`src/rtl/clkdiv_pkg.sv`:
```
// Shared mode encodings and sizing helper for the multi-channel clock divider.
// Mode value 2'b11 is reserved and behaves as HALT inside each channel.
package clkdiv_pkg;

   typedef logic [1:0] mode_t;

   localparam mode_t MODE_HALT = 2'b00;
   localparam mode_t MODE_RUN  = 2'b01;
   localparam mode_t MODE_STEP = 2'b10;

   function automatic int ch_width(input int nch);
      return (nch > 1) ? $clog2(nch) : 1;
   endfunction

endpackage

```
`src/rtl/clkdiv_chan.sv`:
```
// One divider channel: divisor/mode registers, up-counter with terminal compare,
// registered tick and divided clock.
//
// mode      | meaning
// ----------+----------------------------------------------------------
// MODE_HALT | counter and divided clock frozen, tick low, step ignored
// MODE_RUN  | free-running: tick every div cycles, div_clk toggles on tick
// MODE_STEP | idle at cnt==0; a step starts one div-cycle count ending in one tick
// 2'b11     | reserved, behaves as MODE_HALT
module clkdiv_chan
   import clkdiv_pkg::*;
#(
   parameter int CNT_W   = 16,
   parameter int DIV_RST = 2500
) (
   input  logic             clk,
   input  logic             rst_n,
   input  logic             wr,
   input  logic [CNT_W-1:0] wr_div,
   input  mode_t            wr_mode,
   input  logic             step,
   output logic             tick,
   output logic             div_clk,
   output logic             busy
);

   mode_t            mode;
   logic [CNT_W-1:0] div;
   logic [CNT_W-1:0] cnt;
   logic             at_term;
   logic             advance;

   // div==0 is excluded by advance, so the wrapped div-1 never matches here
   assign at_term = (cnt == (div - CNT_W'(1)));

   assign advance = (div != '0) &&
                    ((mode == MODE_RUN) ||
                     ((mode == MODE_STEP) && ((cnt != '0) || step)));

   assign busy = (cnt != '0);

   always_ff @(posedge clk or negedge rst_n) begin
      if (!rst_n) begin
         div     <= CNT_W'(DIV_RST);
         mode    <= MODE_RUN;
         cnt     <= '0;
         tick    <= 1'b0;
         div_clk <= 1'b0;
      end else if (wr) begin
         // A write overrides any terminal count or step arriving on the same edge
         div  <= wr_div;
         mode <= wr_mode;
         cnt  <= '0;
         tick <= 1'b0;
      end else begin
         tick <= 1'b0;
         if (div == '0) begin
            cnt <= '0;
         end else if (advance) begin
            if (at_term) begin
               cnt     <= '0;
               tick    <= 1'b1;
               div_clk <= ~div_clk;
            end else begin
               cnt <= cnt + CNT_W'(1);
            end
         end
      end
   end

endmodule

```
`src/rtl/clkdiv_multi.sv`:
```
// NCH independent clock dividers sharing one configuration write port.
// Reset assertion is immediate; release reaches the channels through a two-flop synchroniser.
module clkdiv_multi
   import clkdiv_pkg::*;
#(
   parameter  int NCH     = 2,
   parameter  int CNT_W   = 16,
   parameter  int DIV_RST = 2500,
   localparam int CH_W    = ch_width(NCH)
) (
   input  logic             i_clk,
   input  logic             i_rst,
   input  logic             i_wr,
   input  logic [CH_W-1:0]  i_ch,
   input  logic [CNT_W-1:0] i_div,
   input  logic [1:0]       i_mode,
   input  logic [NCH-1:0]   i_step,
   output logic [NCH-1:0]   o_tick,
   output logic [NCH-1:0]   o_clk,
   output logic [NCH-1:0]   o_busy
);

   logic [1:0] rst_sync;
   logic       rst_chan_n;

   always_ff @(posedge i_clk or negedge i_rst) begin
      if (!i_rst) begin
         rst_sync <= '0;
      end else begin
         rst_sync <= {rst_sync[0], 1'b1};
      end
   end

   assign rst_chan_n = rst_sync[1];

   for (genvar g = 0; g < NCH; g++) begin : g_chan
      logic wr_hit;

      // Channel numbers >= NCH never match, so such writes are dropped
      assign wr_hit = i_wr && (i_ch == CH_W'(g));

      clkdiv_chan #(
         .CNT_W   (CNT_W),
         .DIV_RST (DIV_RST)
      ) u_chan (
         .clk     (i_clk),
         .rst_n   (rst_chan_n),
         .wr      (wr_hit),
         .wr_div  (i_div),
         .wr_mode (i_mode),
         .step    (i_step[g]),
         .tick    (o_tick[g]),
         .div_clk (o_clk[g]),
         .busy    (o_busy[g])
      );
   end

endmodule

```
`config.mk`:
```
export PLATFORM = sky130hd
export DESIGN_NAME = clkdiv_multi
export DESIGN_NICKNAME = d
export VERILOG_FILES = /design/src/rtl/clkdiv_pkg.sv /design/src/rtl/clkdiv_chan.sv /design/src/rtl/clkdiv_multi.sv
export SDC_FILE = /design/constraint.sdc
export NUM_CORES = 1
export LEC_CHECK = 0
export BUFFER_PORTS_ARGS = -buffer_cell sky130_fd_sc_hd__buf_2
export CORE_MARGIN = 2
export CORE_UTILIZATION = 55
export DETAILED_ROUTE_END_ITERATION = 8
export PLACE_DENSITY = 0.73
export SYNTH_ARGS = -nofsm -noshare
export SYNTH_HDL_FRONTEND = slang
export SYNTH_HIERARCHICAL = 1
export SYNTH_SLANG_ARGS = --single-unit
```
`constraint.sdc`:
```
create_clock -name i_clk -period 2.7 [get_ports i_clk]
set_input_delay 0.135 -clock i_clk [delete_from_list [all_inputs] [get_ports i_clk]]
set_output_delay 0.135 -clock i_clk [all_outputs]
set_load 0.05 [all_outputs]
```
==> results.json <==
{
  "synth_area_per_cell_sq_um": 9.53,
  "r2r_cells": 10,
  "min_period_over_period_pct": 101,
  "synth_edf_count": 0,
  "reg2reg_slack_ns": -0.02,
  "min_to": "g_chan[0].u_chan/div[2]$_DFFE_PN1P_",
  "final_layout_size_suffix_gt1_share_pct": 34.8,
  "drv_cap": 0,
  "synth-seq-area-share_pct": 36.3,
  "initial_core_util_pct": 56.1,
  "cp_cell_sequence": "buf_4, or4_4, nor3_1, o21ai_1, a211oi_2, nand3_1, and4bb_1, buf_12, a21oi_1, a31o_2",
  "ir_worst_vdd_v": 0.000405,
  "grtUsageTotal_pct": 25.3,
  "cts.sinks": 74,
  "clk_latency_ns": 0.36,
  "dr.pass1.iters": 5,
  "fin_cells": 694,
  "ant_nets": 0,
  "outcome": "finished, violations left",
  "r2r-start": "g_chan[1].u_chan/div[1]$_DFFE_PN0P_",
  "num_vias": 4434,
  "routed_wl_mm": 12.9,
  "violations": "negative setup slack",
  "max_stage_delay_ns": 0.58,
  "die_w_microns": 101,
  "ioPinCount": 30,
  "critical_path.n_buffers_inverters": 2,
  "end_kind": "flop",
  "synth.most_common_cell": "dfrtp_1",
  "cts_buffers": 9,
  "post_drt_wl_per_cell_microns": 18.6,
  "setup_violations": 11,
  "io_buffers": 29,
  "crit_required_ns": 2.94,
  "yosys-top-cells-count": "62 x dfrtp_1, 33 x nand2_1, 29 x mux2_2, 28 x clkbuf_1",
  "cp.arrival_ns": 2.97,
  "drt_iter0_markers": 278,
  "syn-cell-area_sq_um": 5140,
  "post-route-drc-count": 0,
  "num_rows": 35,
  "p_total_w": 0.00413,
  "worst_setup_path_start_kind": "flop",
  "slew_viol_final": 0,
  "syn-num-nets": 569,
  "core_area_sq_um": 9150,
  "die_y_microns": 101,
  "finalCriticalPeriod_ns": 2.72,
  "fillers": 725,
  "ys_types": 85,
  "placed_cell_area_sq_um": 5500,
  "path_class": "flop to flop",
  "crit_family": "simple AND/OR/NAND/NOR gates",
  "rsz0062_at_grt": "true",
  "holdWs_ns": 0.0262,
  "worst_slack_ns": -0.0238,
  "synthArstFlopShare_pct": 100,
  "syn_to_final_growth_pct": 16.9,
  "grt_pass1_vias": 4025,
  "nNetsFinal": 608,
  "grt_overflow": 0,
  "powerDensity_nw_per_um2": 688,
  "grt_max_degree": 55,
  "finish.utilization_pct": 65.6,
  "netlist.area_leader.share_pct": 30.2,
  "dp.final_hpwl_mm": 9.03,
  "yosys.area.top_type": "dfrtp_1",
  "p_leak_nw": 2.39,
  "worstHoldPathType": "input pin to flop",
  "worst-path-max-fanout": 10,
  "clock_path_buffers": 2,
  "cts-root-buf": "clkbuf_8",
  "die_area_sq_um": 10100,
  "min-delay-start": "i_div[2]",
  "finalHoldViolations": 0,
  "grt_pass1_wl_mm": 20.1,
  "diodes": 0,
  "clk_pin_slew_ns": 0.08,
  "routed_via_density": 6.39,
  "synth_seq_cells": 74,
  "final_area_sq_um": 6000,
  "fmax_mhz": 367,
  "ys_warn_count": 6,
  "synth_area_leaders": "dfrtp_1 30%, mux2_2 6.4%, dfstp_2 6.1%",
  "htreeDepth": 3,
  "r2r-end": "g_chan[1].u_chan/cnt[7]$_DFFE_PN0P_",
  "timing_worst_slew_pin_value_ns": 0.572,
  "whs_path_depth": 2,
  "skew_ns": 0.0131,
  "synthCells": 539,
  "dpl.cell_count": 669,
  "synth_ff_type": "dfrtp_1",
  "relSlewSlack_pct": 61.7,
  "gp_congestion": 0.908,
  "cts_tree": "built",
  "critPathSlowestCell": "or4_4",
  "antenna_found_initial": 0
}
-- metal layers --
layer	vias up	share of wire, %	GRT usage (%)	wire (microns)
met3	16	6.2	5.34	802
met1	2226	47	37.5	6000
met2	155	46	37.8	5940
met5	-	0	0	0
met4	0	1.2	6.53	155
li1	2037	-	-	-
-- power breakdown --
group	internal (W)	switching (W)	total, W
combinational	0.000737	0.000837	0.00157
clock	0.000451	0.000414	0.000865
sequential	0.00132	0.000368	0.00169
total	0.00251	0.00162	0.00413
-- cell usage in the layout (no fill, tap or decap), drive strengths merged, types with 18 or more instances in the layout --
master   n
nand2   34
a21oi   18
mux2    30
buf     68
xnor2   26
nor2    36
o21ai   21
xor2    23
nor3    22
nand3   26
dfrtp   62
-- worst max path at each step --
stage,from,endpoint,slack [ns],depth (start not counted)
2_1_floorplan,g_chan[0].u_chan/div[3]$_DFFE_PN0P_,g_chan[0].u_chan/cnt[7]$_DFFE_PN0P_,0.01,11
3_3_place_gp,g_chan[0].u_chan/div[0]$_DFFE_PN0P_,g_chan[0].u_chan/div_clk$_DFFE_PN0P_,0.04,9
3_5_place_dp,g_chan[0].u_chan/div[1]$_DFFE_PN0P_,g_chan[0].u_chan/cnt[4]$_DFFE_PN0P_,-0.1,10
4_1_cts,g_chan[0].u_chan/div[5]$_DFFE_PN0P_,g_chan[0].u_chan/div_clk$_DFFE_PN0P_,0.003,7
5_1_grt,g_chan[1].u_chan/div[1]$_DFFE_PN0P_,g_chan[1].u_chan/cnt[7]$_DFFE_PN0P_,-0.13,10
6_report,g_chan[1].u_chan/div[1]$_DFFE_PN0P_,g_chan[1].u_chan/cnt[7]$_DFFE_PN0P_,-0.02,10
-- logic make-up (layout without fill, tap and decap cells) --
| kind of cell | count (synthesis) | after routing | synth area share (%) |
|---|---|---|---|
| XOR/XNOR | 50 | 50 | 8.79 |
| AND/OR/NAND/NOR | 222 | 223 | 26.4 |
| multiplexers | 36 | 36 | 7.75 |
| buffers and inverters | 56 | 99 | 5.16 |
| adder cells (fa/ha/maj) | 6 | 6 | 1.46 |
| AO/OA/AOI/OAI | 94 | 94 | 14.1 |
| other | 1 | 1 | 0.0730 |
| flip-flops | 74 | 74 | 36.3 |
-- state kept, by name (all words and copies together) (netlist names) --
register / flops
g_chan.u_chan/cnt: 32
g_chan.u_chan/div: 32
g_chan.u_chan/div_clk: 2
g_chan.u_chan/mode: 4
g_chan.u_chan/tick: 2
rst_sync: 2
-- metrics by stage --
stage	worst slack, ns	TNS (ns)
2_1_floorplan	0.0124	0
3_3_place_gp	0.0421	0
3_5_place_dp	-0.0956	-1.34
4_1_cts	0.00309	0
5_1_grt	-0.130	-1.70
6_report	-0.0238	-0.0694
-- cell type report --
class | instances | area (sq um) | share of cell area (%)
clock inverters | 3 | 40.0 | 0.667
multi-input cells | 410 | 3240 | 54.0
flip-flops and latches | 74 | 1870 | 31.1
repair buffers | 70 | 514 | 8.57
clock buffers | 13 | 149 | 2.48
well taps | 111 | 139 | 2.31
inverters | 13 | 48.8 | 0.813
-- what timing repair did --
action	CTS	global route
endpoints found under the setup margin	17	31
cloned	0	2
gates resized for setup	8	34
pin swaps	2	18
hold buffers	1	0
buffers inserted	1	5
endpoints found under the hold margin	2	0
Note: power is estimated with default switching activity, not from simulation.
